[config.mk]
export PLATFORM = sky130hd
export DESIGN_NAME = busca_instrucao
export DESIGN_NICKNAME = d
export VERILOG_FILES = /design/src/rtl/processador_pkg.sv /design/src/rtl/contador_programa.sv /design/src/rtl/busca_instrucao.sv
export SDC_FILE = /design/constraint.sdc
export NUM_CORES = 1
export LEC_CHECK = 0
export ABC_AREA = 0
export CAP_MARGIN = 20
export CORE_MARGIN = 2
export CORE_UTILIZATION = 40
export DETAILED_ROUTE_END_ITERATION = 8
export PLACE_DENSITY = 0.65
export SLEW_MARGIN = 20
export SYNTH_ARGS = -nofsm -noshare
export SYNTH_HDL_FRONTEND = slang
export SYNTH_SLANG_ARGS = --single-unit
[constraint.sdc]
create_clock -name clock -period 3.7 [get_ports clock]
set_input_delay 0.555 -clock clock [delete_from_list [all_inputs] [get_ports clock]]
set_output_delay 0.555 -clock clock [all_outputs]
set_load 0.01 [all_outputs]
[src/rtl/processador_pkg.sv]
// Shared definitions for the processor front end: word format, opcodes,
// fetch-stage state encoding and instruction field extraction.
package processador_pkg;

  localparam int unsigned WORD_W = 9;
  localparam int unsigned OP_W   = 3;

  localparam logic [OP_W-1:0] OP_MV  = 3'b000;
  localparam logic [OP_W-1:0] OP_MVI = 3'b001;
  localparam logic [OP_W-1:0] OP_ADD = 3'b010;
  localparam logic [OP_W-1:0] OP_SUB = 3'b011;
  localparam logic [OP_W-1:0] OP_HLT = 3'b111;

  typedef enum logic [2:0] {
    st_idle,
    st_fetch,
    st_wait,
    st_imm_fetch,
    st_imm_wait,
    st_issue,
    st_wait_done,
    st_halted
  } busca_state_t;

  // Instruction word layout: III XXX YYY
  function automatic logic [OP_W-1:0] opcode(input logic [WORD_W-1:0] w);
    return w[8:6];
  endfunction

  function automatic logic [2:0] rx(input logic [WORD_W-1:0] w);
    return w[5:3];
  endfunction

  function automatic logic [2:0] ry(input logic [WORD_W-1:0] w);
    return w[2:0];
  endfunction

endpackage

[src/rtl/contador_programa.sv]
// Program counter: reset/load to START_ADDR, +1 or +2 increment, silent
// modulo-2^ADDR_W wrap.
// Ports: clock, rst (async, active-high), load_start, inc, inc_two,
//        pc (registered), pc_nxt_c (value pc takes on the next edge).
module contador_programa #(
  parameter int unsigned ADDR_W     = 5,
  parameter int unsigned START_ADDR = 0
) (
  input  logic              clock,
  input  logic              rst,
  input  logic              load_start,
  input  logic              inc,
  input  logic              inc_two,
  output logic [ADDR_W-1:0] pc,
  output logic [ADDR_W-1:0] pc_nxt_c
);

  // Next PC; exposed so the fetch address can be registered alongside pc
  always_comb begin
    pc_nxt_c = pc;
    if (load_start) begin
      pc_nxt_c = ADDR_W'(START_ADDR);
    end else if (inc) begin
      pc_nxt_c = inc_two ? pc + ADDR_W'(2) : pc + ADDR_W'(1);
    end
  end

  always_ff @(posedge clock or posedge rst) begin
    if (rst) begin
      pc <= ADDR_W'(START_ADDR);
    end else begin
      pc <= pc_nxt_c;
    end
  end

endmodule

[src/rtl/busca_instrucao.sv]
// Instruction fetch/issue stage feeding controle. Reads the instruction word
// (and the MVI immediate from the following address), presents them on ir/din,
// pulses run and waits for done before advancing the PC.
// Ports: clock, resetn (async, active-high), start; memory side mem_addr,
//        mem_rd, mem_data; controle side ir, din, run, done; status pc, halted.
module busca_instrucao
  import processador_pkg::*;
#(
  parameter int unsigned     ADDR_W      = 5,
  parameter int unsigned     WORD_W      = processador_pkg::WORD_W,
  parameter int unsigned     MEM_LATENCY = 1,
  parameter int unsigned     START_ADDR  = 0,
  parameter logic [OP_W-1:0] MVI_OP      = OP_MVI,
  parameter logic [OP_W-1:0] HLT_OP      = OP_HLT
) (
  input  logic              clock,
  input  logic              resetn,
  input  logic              start,
  output logic [ADDR_W-1:0] mem_addr,
  output logic              mem_rd,
  input  logic [WORD_W-1:0] mem_data,
  output logic [WORD_W-1:0] ir,
  output logic [WORD_W-1:0] din,
  output logic              run,
  input  logic              done,
  output logic [ADDR_W-1:0] pc,
  output logic              halted
);

  localparam int unsigned LAT_W = 2;

  busca_state_t      state_q, state_d;
  logic [LAT_W-1:0]  lat_q, lat_d;
  logic              lat_last_c;
  logic [OP_W-1:0]   mem_op_c;
  logic              pc_load, pc_inc, pc_inc_two;
  logic [ADDR_W-1:0] pc_nxt_c;

  logic [ADDR_W-1:0] mem_addr_d;
  logic              mem_rd_d, run_d, halted_d;
  logic [WORD_W-1:0] ir_d, din_d;

  assign mem_op_c   = mem_data[WORD_W-1 -: OP_W];
  assign lat_last_c = (lat_q == LAT_W'(MEM_LATENCY - 1));
  // ir holds the current instruction until done, so it tells us the step size
  assign pc_inc_two = (ir[WORD_W-1 -: OP_W] == MVI_OP);

  contador_programa #(
    .ADDR_W    (ADDR_W),
    .START_ADDR(START_ADDR)
  ) u_pc (
    .clock     (clock),
    .rst       (resetn),
    .load_start(pc_load),
    .inc       (pc_inc),
    .inc_two   (pc_inc_two),
    .pc        (pc),
    .pc_nxt_c  (pc_nxt_c)
  );

  // State and memory-latency counter
  always_ff @(posedge clock or posedge resetn) begin
    if (resetn) begin
      state_q <= st_idle;
      lat_q   <= '0;
    end else begin
      state_q <= state_d;
      lat_q   <= lat_d;
    end
  end

  // Next state, PC control and instruction/immediate capture
  always_comb begin
    state_d = state_q;
    lat_d   = lat_q;
    pc_load = 1'b0;
    pc_inc  = 1'b0;
    ir_d    = ir;
    din_d   = din;
    case (state_q)
      st_idle: begin
        if (start) begin
          pc_load = 1'b1;
          state_d = st_fetch;
        end
      end
      st_fetch: begin
        lat_d   = '0;
        state_d = st_wait;
      end
      st_wait: begin
        if (lat_last_c) begin
          if (mem_op_c == HLT_OP) begin
            state_d = st_halted;
          end else begin
            ir_d    = mem_data;
            state_d = (mem_op_c == MVI_OP) ? st_imm_fetch : st_issue;
          end
        end else begin
          lat_d = lat_q + LAT_W'(1);
        end
      end
      st_imm_fetch: begin
        lat_d   = '0;
        state_d = st_imm_wait;
      end
      st_imm_wait: begin
        if (lat_last_c) begin
          din_d   = mem_data;
          state_d = st_issue;
        end else begin
          lat_d = lat_q + LAT_W'(1);
        end
      end
      st_issue: begin
        state_d = st_wait_done;
      end
      st_wait_done: begin
        if (done) begin
          pc_inc  = 1'b1;
          state_d = st_fetch;
        end
      end
      st_halted: begin
        if (start) begin
          pc_load = 1'b1;
          state_d = st_fetch;
        end
      end
      default: state_d = st_idle;
    endcase
  end

  // Output values for the state being entered, so outputs line up with it
  always_comb begin
    mem_addr_d = mem_addr;
    mem_rd_d   = 1'b0;
    if (state_d == st_fetch) begin
      mem_rd_d   = 1'b1;
      mem_addr_d = pc_nxt_c;
    end else if (state_d == st_imm_fetch) begin
      mem_rd_d   = 1'b1;
      mem_addr_d = pc + ADDR_W'(1);
    end
    run_d    = (state_d == st_issue);
    halted_d = (state_d == st_halted);
  end

  always_ff @(posedge clock or posedge resetn) begin
    if (resetn) begin
      mem_addr <= ADDR_W'(START_ADDR);
      mem_rd   <= 1'b0;
      ir       <= '0;
      din      <= '0;
      run      <= 1'b0;
      halted   <= 1'b0;
    end else begin
      mem_addr <= mem_addr_d;
      mem_rd   <= mem_rd_d;
      ir       <= ir_d;
      din      <= din_d;
      run      <= run_d;
      halted   <= halted_d;
    end
  end

endmodule

======== After elaboration in Yosys (flattened, before gate mapping) ========
Cells that the tools add are included.
word-level totals
  flip-flop bits (word level) ............. 36
  output and inout port bits .............. 31
  word-level logic and storage cells ...... 58
cells by class
  add/sub/neg operators ................... 3
  equal/unequal tests ..................... 15
  mux-type cells .......................... 20
  bitwise logic cells ..................... 1
  reductions and logical operators ........ 10
operators by type and width
  kind                                                             number
  5-bit two-way mux                                                5
  3-bit == test, second input constant                             7
  3-bit case mux with 7 select lines                               1
  3-bit two-way mux                                                6
  3-bit by 1-bit == test with 1-bit output, second input constant  4
  3-bit by 2-bit == test with 1-bit output, second input constant  3
  1-bit two-way mux                                                6
  2-bit OR reduction                                               3
  5-bit by 1-bit adder with 5-bit output, second input constant    1
  5-bit by 2-bit adder with 5-bit output, second input constant    1
  2-bit case mux with 2 select lines                               1
  2-bit AND reduction                                              2
  2-bit nonzero test                                               2
  3-bit logical NOT                                                1
  3-bit AND reduction                                              1
  2-bit by 1-bit adder with 2-bit output, second input constant    1
  2-bit logical NOT                                                1
  2-bit two-way mux                                                1
  2-bit != test, second input constant                             1
  1-bit NOT                                                        1

======== Longest topological paths before layout ========
  depth in word-level cells ............... 8
  mapped depth ............................ 9
  mapped depth without buffers ............ 8

======== Hierarchy ========
Synthesis repeated with hierarchy kept, for this count alone.
unflattened totals
  cells, all modules ...................... 171
  area total of the unflattened synthesis .. 1,895.6 µm²
modules (own cells, without submodules)
  module             instances  cells an instance  area each (µm²)
  busca_instrucao    1          143                1,612.8
  contador_programa  1          28                 282.8

======== Least setup slack after synthesis ========
No wires, ideal clock.
  path type ............................... input to register
  start point ............................. in mem_data[7]
  end point ............................... reg mem_addr[0]
  library setup time ...................... 0.125 ns
  data arrival time ....................... 1.863 ns
  slack ................................... 1.712 ns
  stages on the path ...................... 5
  cells stage by stage .................... or3b_2 -> a211oi_1 -> nor3_2 -> nor2_4 -> mux2_2
between the ends
  word-level cells in the longest chain between the ends .. 7
ends and longest elaborated chain
  item                                                                                                         RTL line                                        text
  start, declared                                                                                              busca_instrucao.sv:21                           input logic [WORD_W-1:0] mem_data,
  3-bit by 1-bit == test with 1-bit output                                                                     busca_instrucao.sv:97                           state_d = (mem_op_c == MVI_OP) ? st_imm_fetch : st_issue;
  3-bit two-way mux                                                                                            busca_instrucao.sv:97
  3-bit two-way mux (*)                                                                                        busca_instrucao.sv:93                           if (mem_op_c == HLT_OP) begin
  3-bit two-way mux (*)                                                                                        busca_instrucao.sv:92                           if (lat_last_c) begin
  3-bit case mux with 7 select lines (*)                                                                       busca_instrucao.sv:80                           case (state_q)
  named net state_d[2]                                                                                         busca_instrucao.sv:32                           busca_state_t state_q, state_d;
  3-bit by 1-bit == test with 1-bit output / 3-bit by 2-bit == test with 1-bit output (equally long branches)  busca_instrucao.sv:138, busca_instrucao.sv:141
  5-bit two-way mux / 2-bit nonzero test (equally long branches)                                               n/a
  end signal, assigned                                                                                         busca_instrucao.sv:151                          mem_addr <= ADDR_W'(START_ADDR);
  end signal, assigned                                                                                         busca_instrucao.sv:158                          mem_addr <= mem_addr_d;
  end, declared                                                                                                busca_instrucao.sv:19                           output logic [ADDR_W-1:0] mem_addr,
The timed path passes the listed nets; every way through them passes the cells marked *.
A chain may end at the register's enable or synchronous reset.

======== Worst setup path after layout ========
  start point ............................. in start
  end point ............................... reg mem_addr[2]
between the ends
  word-level cells in the longest chain between the ends .. 4
ends and longest elaborated chain
  item                                                                            RTL line                                       text
  start, declared                                                                 busca_instrucao.sv:18                          input logic start,
  3-bit two-way mux / 1-bit two-way mux (equally long branches)                   busca_instrucao.sv:82, busca_instrucao.sv:125
  3-bit case mux with 7 select lines / 1-bit two-way mux (equally long branches)  n/a
  3-bit by 1-bit == test with 1-bit output (tied with other cells)                busca_instrucao.sv:138                         if (state_d == st_fetch) begin
  5-bit two-way mux / 2-bit nonzero test (equally long branches)                  n/a
Several ways; a longest one is shown, not always the timed one.

==> impl_metrics.json <==
{
  "synth_area_um2": 1840,
  "place_hpwl_um": 2920,
  "crit_required_ps": 3870,
  "h-tree-depth": 2,
  "status": "complete, no violations",
  "ant_nets": 0,
  "clock_sinks": 36,
  "first_pass_iters": 4,
  "power.switching_uw": 707,
  "p_leak_uw": 0.00101,
  "grt_usage_pct": 17.7,
  "cts_setup_buffers": 0,
  "rows": 24,
  "whs_ps": 508,
  "hold_buffers": 0,
  "maxCapViolations": 0,
  "layout.cells.most_common": "clkdlybuf4s50_1",
  "clockRootBuffer": "clkbuf_8",
  "cts_resized": 0,
  "dp_slack_ps": 1070,
  "ios": 44,
  "arrival_ps": 2510,
  "rrSetupSlack_ps": 1460,
  "relSlewSlack_pct": 45.6,
  "synthArstFlopShare_pct": 100,
  "drtIter0Drc": 104,
  "clk_path_buf_depth": 2,
  "slew_viol_final": 0,
  "path_class": "in2reg",
  "ys_seq_area_share_pct": 48.8,
  "antenna_found_initial": 0,
  "reg2reg_depth": 7,
  "viasPerCell": 5.45,
  "fp.dieH_um": 71.9,
  "worst_slew_pin_slew_ps": 807,
  "combPwrFrac_pct": 48.1,
  "grt_pass1_vias": 1510,
  "netlist_instances": 162,
  "drive_gt1_share_pct": 20.3,
  "cts_made_buffers": 5,
  "hold_class": "reg2reg",
  "synth_edf_count": 0,
  "crit_path_max_fanout": 6,
  "power.density_nw_per_um2": 811,
  "die-area_um2": 5170,
  "area_delta_synth_final_pct": 30.2,
  "hold_violations": 0,
  "rsz0062_at_grt": "no",
  "chipWidth_um": 71.9,
  "core_region_area_um2": 4380,
  "r2r-start": "lat_q[1]$_DFFE_PP0P_",
  "post-route-min-period_ps": 2330,
  "crit_path_end_kind": "flop",
  "fill_cells": 383,
  "path_clk_slew_ps": 70,
  "layout_common_cells": "clkdlybuf4s50_1 (43), dfrtp_1 (36), mux2_2 (20)",
  "period_share_pct": 63.0,
  "drt_wl_total_um": 4030,
  "seqPwrFrac_pct": 37.4,
  "finalSetupViolations": 0,
  "p_clk_share_pct": 14.6,
  "wl_per_cell_um": 15.6,
  "synthDistinctLibCells": 45,
  "fin_tns_setup_ps": 0,
  "synth_area_per_cell_um2": 11.4,
  "grt_pass1_wl_um": 7050,
  "grt_start_max_net_pins": 20,
  "overflow": 0,
  "nets": 223,
  "hold_path_end": "din[8]$_DFFE_PP0P_",
  "num_antenna_cells": 0,
  "start_util_pct": 42.1,
  "worstSkewPairLatency_ps": 280,
  "whs_path_depth": 1,
  "startpoint_type": "input pin",
  "ys.flop_type": "dfrtp_1",
  "ys_warn_count": 0,
  "r2r-end": "mem_addr[2]$_DFFE_PP0P_",
  "syn_nets": 179,
  "gp_congestion": 0.783,
  "layout_setup_ws_ps": 1370,
  "ys_seq_elements": 36,
  "drc_errors": 0,
  "skew_ps": 5.57,
  "p_int_uw": 1240,
  "min-delay-start": "din[8]$_DFFE_PP0P_",
  "p_sw_share_pct": 36.3,
  "port_buffers": 43,
  "vias": 1411,
  "cts_tree": "built",
  "irDropWorstVdd_mv": 0.400,
  "fmax_mhz": 429
}
## stage by stage
step	area [um^2]	utilization, %	power, uW	cells
after detailed placement	2310	52.7	1670	251
final	2400	54.8	1950	259
after floorplan	1840	-	1270	162
after CTS	2400	54.8	1970	259
after global routing	2400	54.8	2090	259
after global placement	2310	52.7	1650	251
## worst max-delay path by stage
stage                     start                 endpoint  slack [ps]  cells after the start
CTS                       start  mem_addr[2]$_DFFE_PP0P_        1370                      6
detailed placement        start  mem_addr[2]$_DFFE_PP0P_        1070                      6
global route        mem_data[6]  mem_addr[4]$_DFFE_PP0P_        1250                      6
finish                    start  mem_addr[2]$_DFFE_PP0P_        1370                      6
global placement          start  mem_addr[2]$_DFFE_PP0P_        1100                      6
floorplan           mem_data[7]  mem_addr[0]$_DFFE_PP0P_        1710                      5
## metal layers
layer | up-vias | track usage (%) | wire (um)
li1 | 678 | - | -
met1 | 687 | 21.2 | 1780
met2 | 40 | 30.3 | 1960
met3 | 6 | 5.69 | 232
met4 | 0 | 5.24 | 52
met5 | - | 0 | 0
## cell usage after synthesis, drive strengths merged (3+ instances only)
master	count	area share, %
ha	4	2.7
a21oi	6	1.6
dfrtp	36	49
xnor2	4	1.9
buf	5	1.7
and3	3	1.3
nand3	4	1.1
mux2	21	13
o21ai	10	2.7
inv	9	1.8
a211oi	3	1.2
mux2i	4	2.2
nor2	5	1.4
nand2	11	2.2
## power groups by stage
stage	sequential, uW	clock [uW]	combinational, uW
3_3_place_gp	722	0	930
5_1_grt	758	311	1020
2_1_floorplan	721	0	546
6_report	727	283	936
3_5_place_dp	730	0	943
4_1_cts	727	294	948
## cell type report
| type | count | area (um^2) | area share, % |
|---|---|---|---|
| clock buffers | 6 | 82.6 | 3.44 |
| clock inverters | 2 | 10.0 | 0.417 |
| inverters | 9 | 33.8 | 1.41 |
| multi-input cells | 110 | 871 | 36.3 |
| flip-flops and latches | 36 | 901 | 37.5 |
| well taps | 52 | 65.1 | 2.71 |
| repair buffers | 44 | 438 | 18.2 |
## worst max-delay path, cell delays in order
cell and delay [ps]:
clkdlybuf4s50_1 570, or4b_4 500, and2_4 180, and3_4 160, o32a_1 280, mux2_4 260
## sequential cells by signal (all words and copies together) (netlist names)
name	flops
mem_rd	1
mem_addr	5
run	1
lat_q	2
din	9
u_pc.pc	5
ir	9
state_q	3
halted	1
## cell families after synthesis
logic type / count (synthesis) / synth area share (%)
mux: 25 / 15.2
compound gates: 35 / 12.8
fa+ha+maj: 4 / 2.71
simple gates: 41 / 14.1
buf+inv: 16 / 3.93
xor+xnor: 5 / 2.37
flops: 36 / 48.8
No activity file was read; power rests on OpenSTA's default activity.
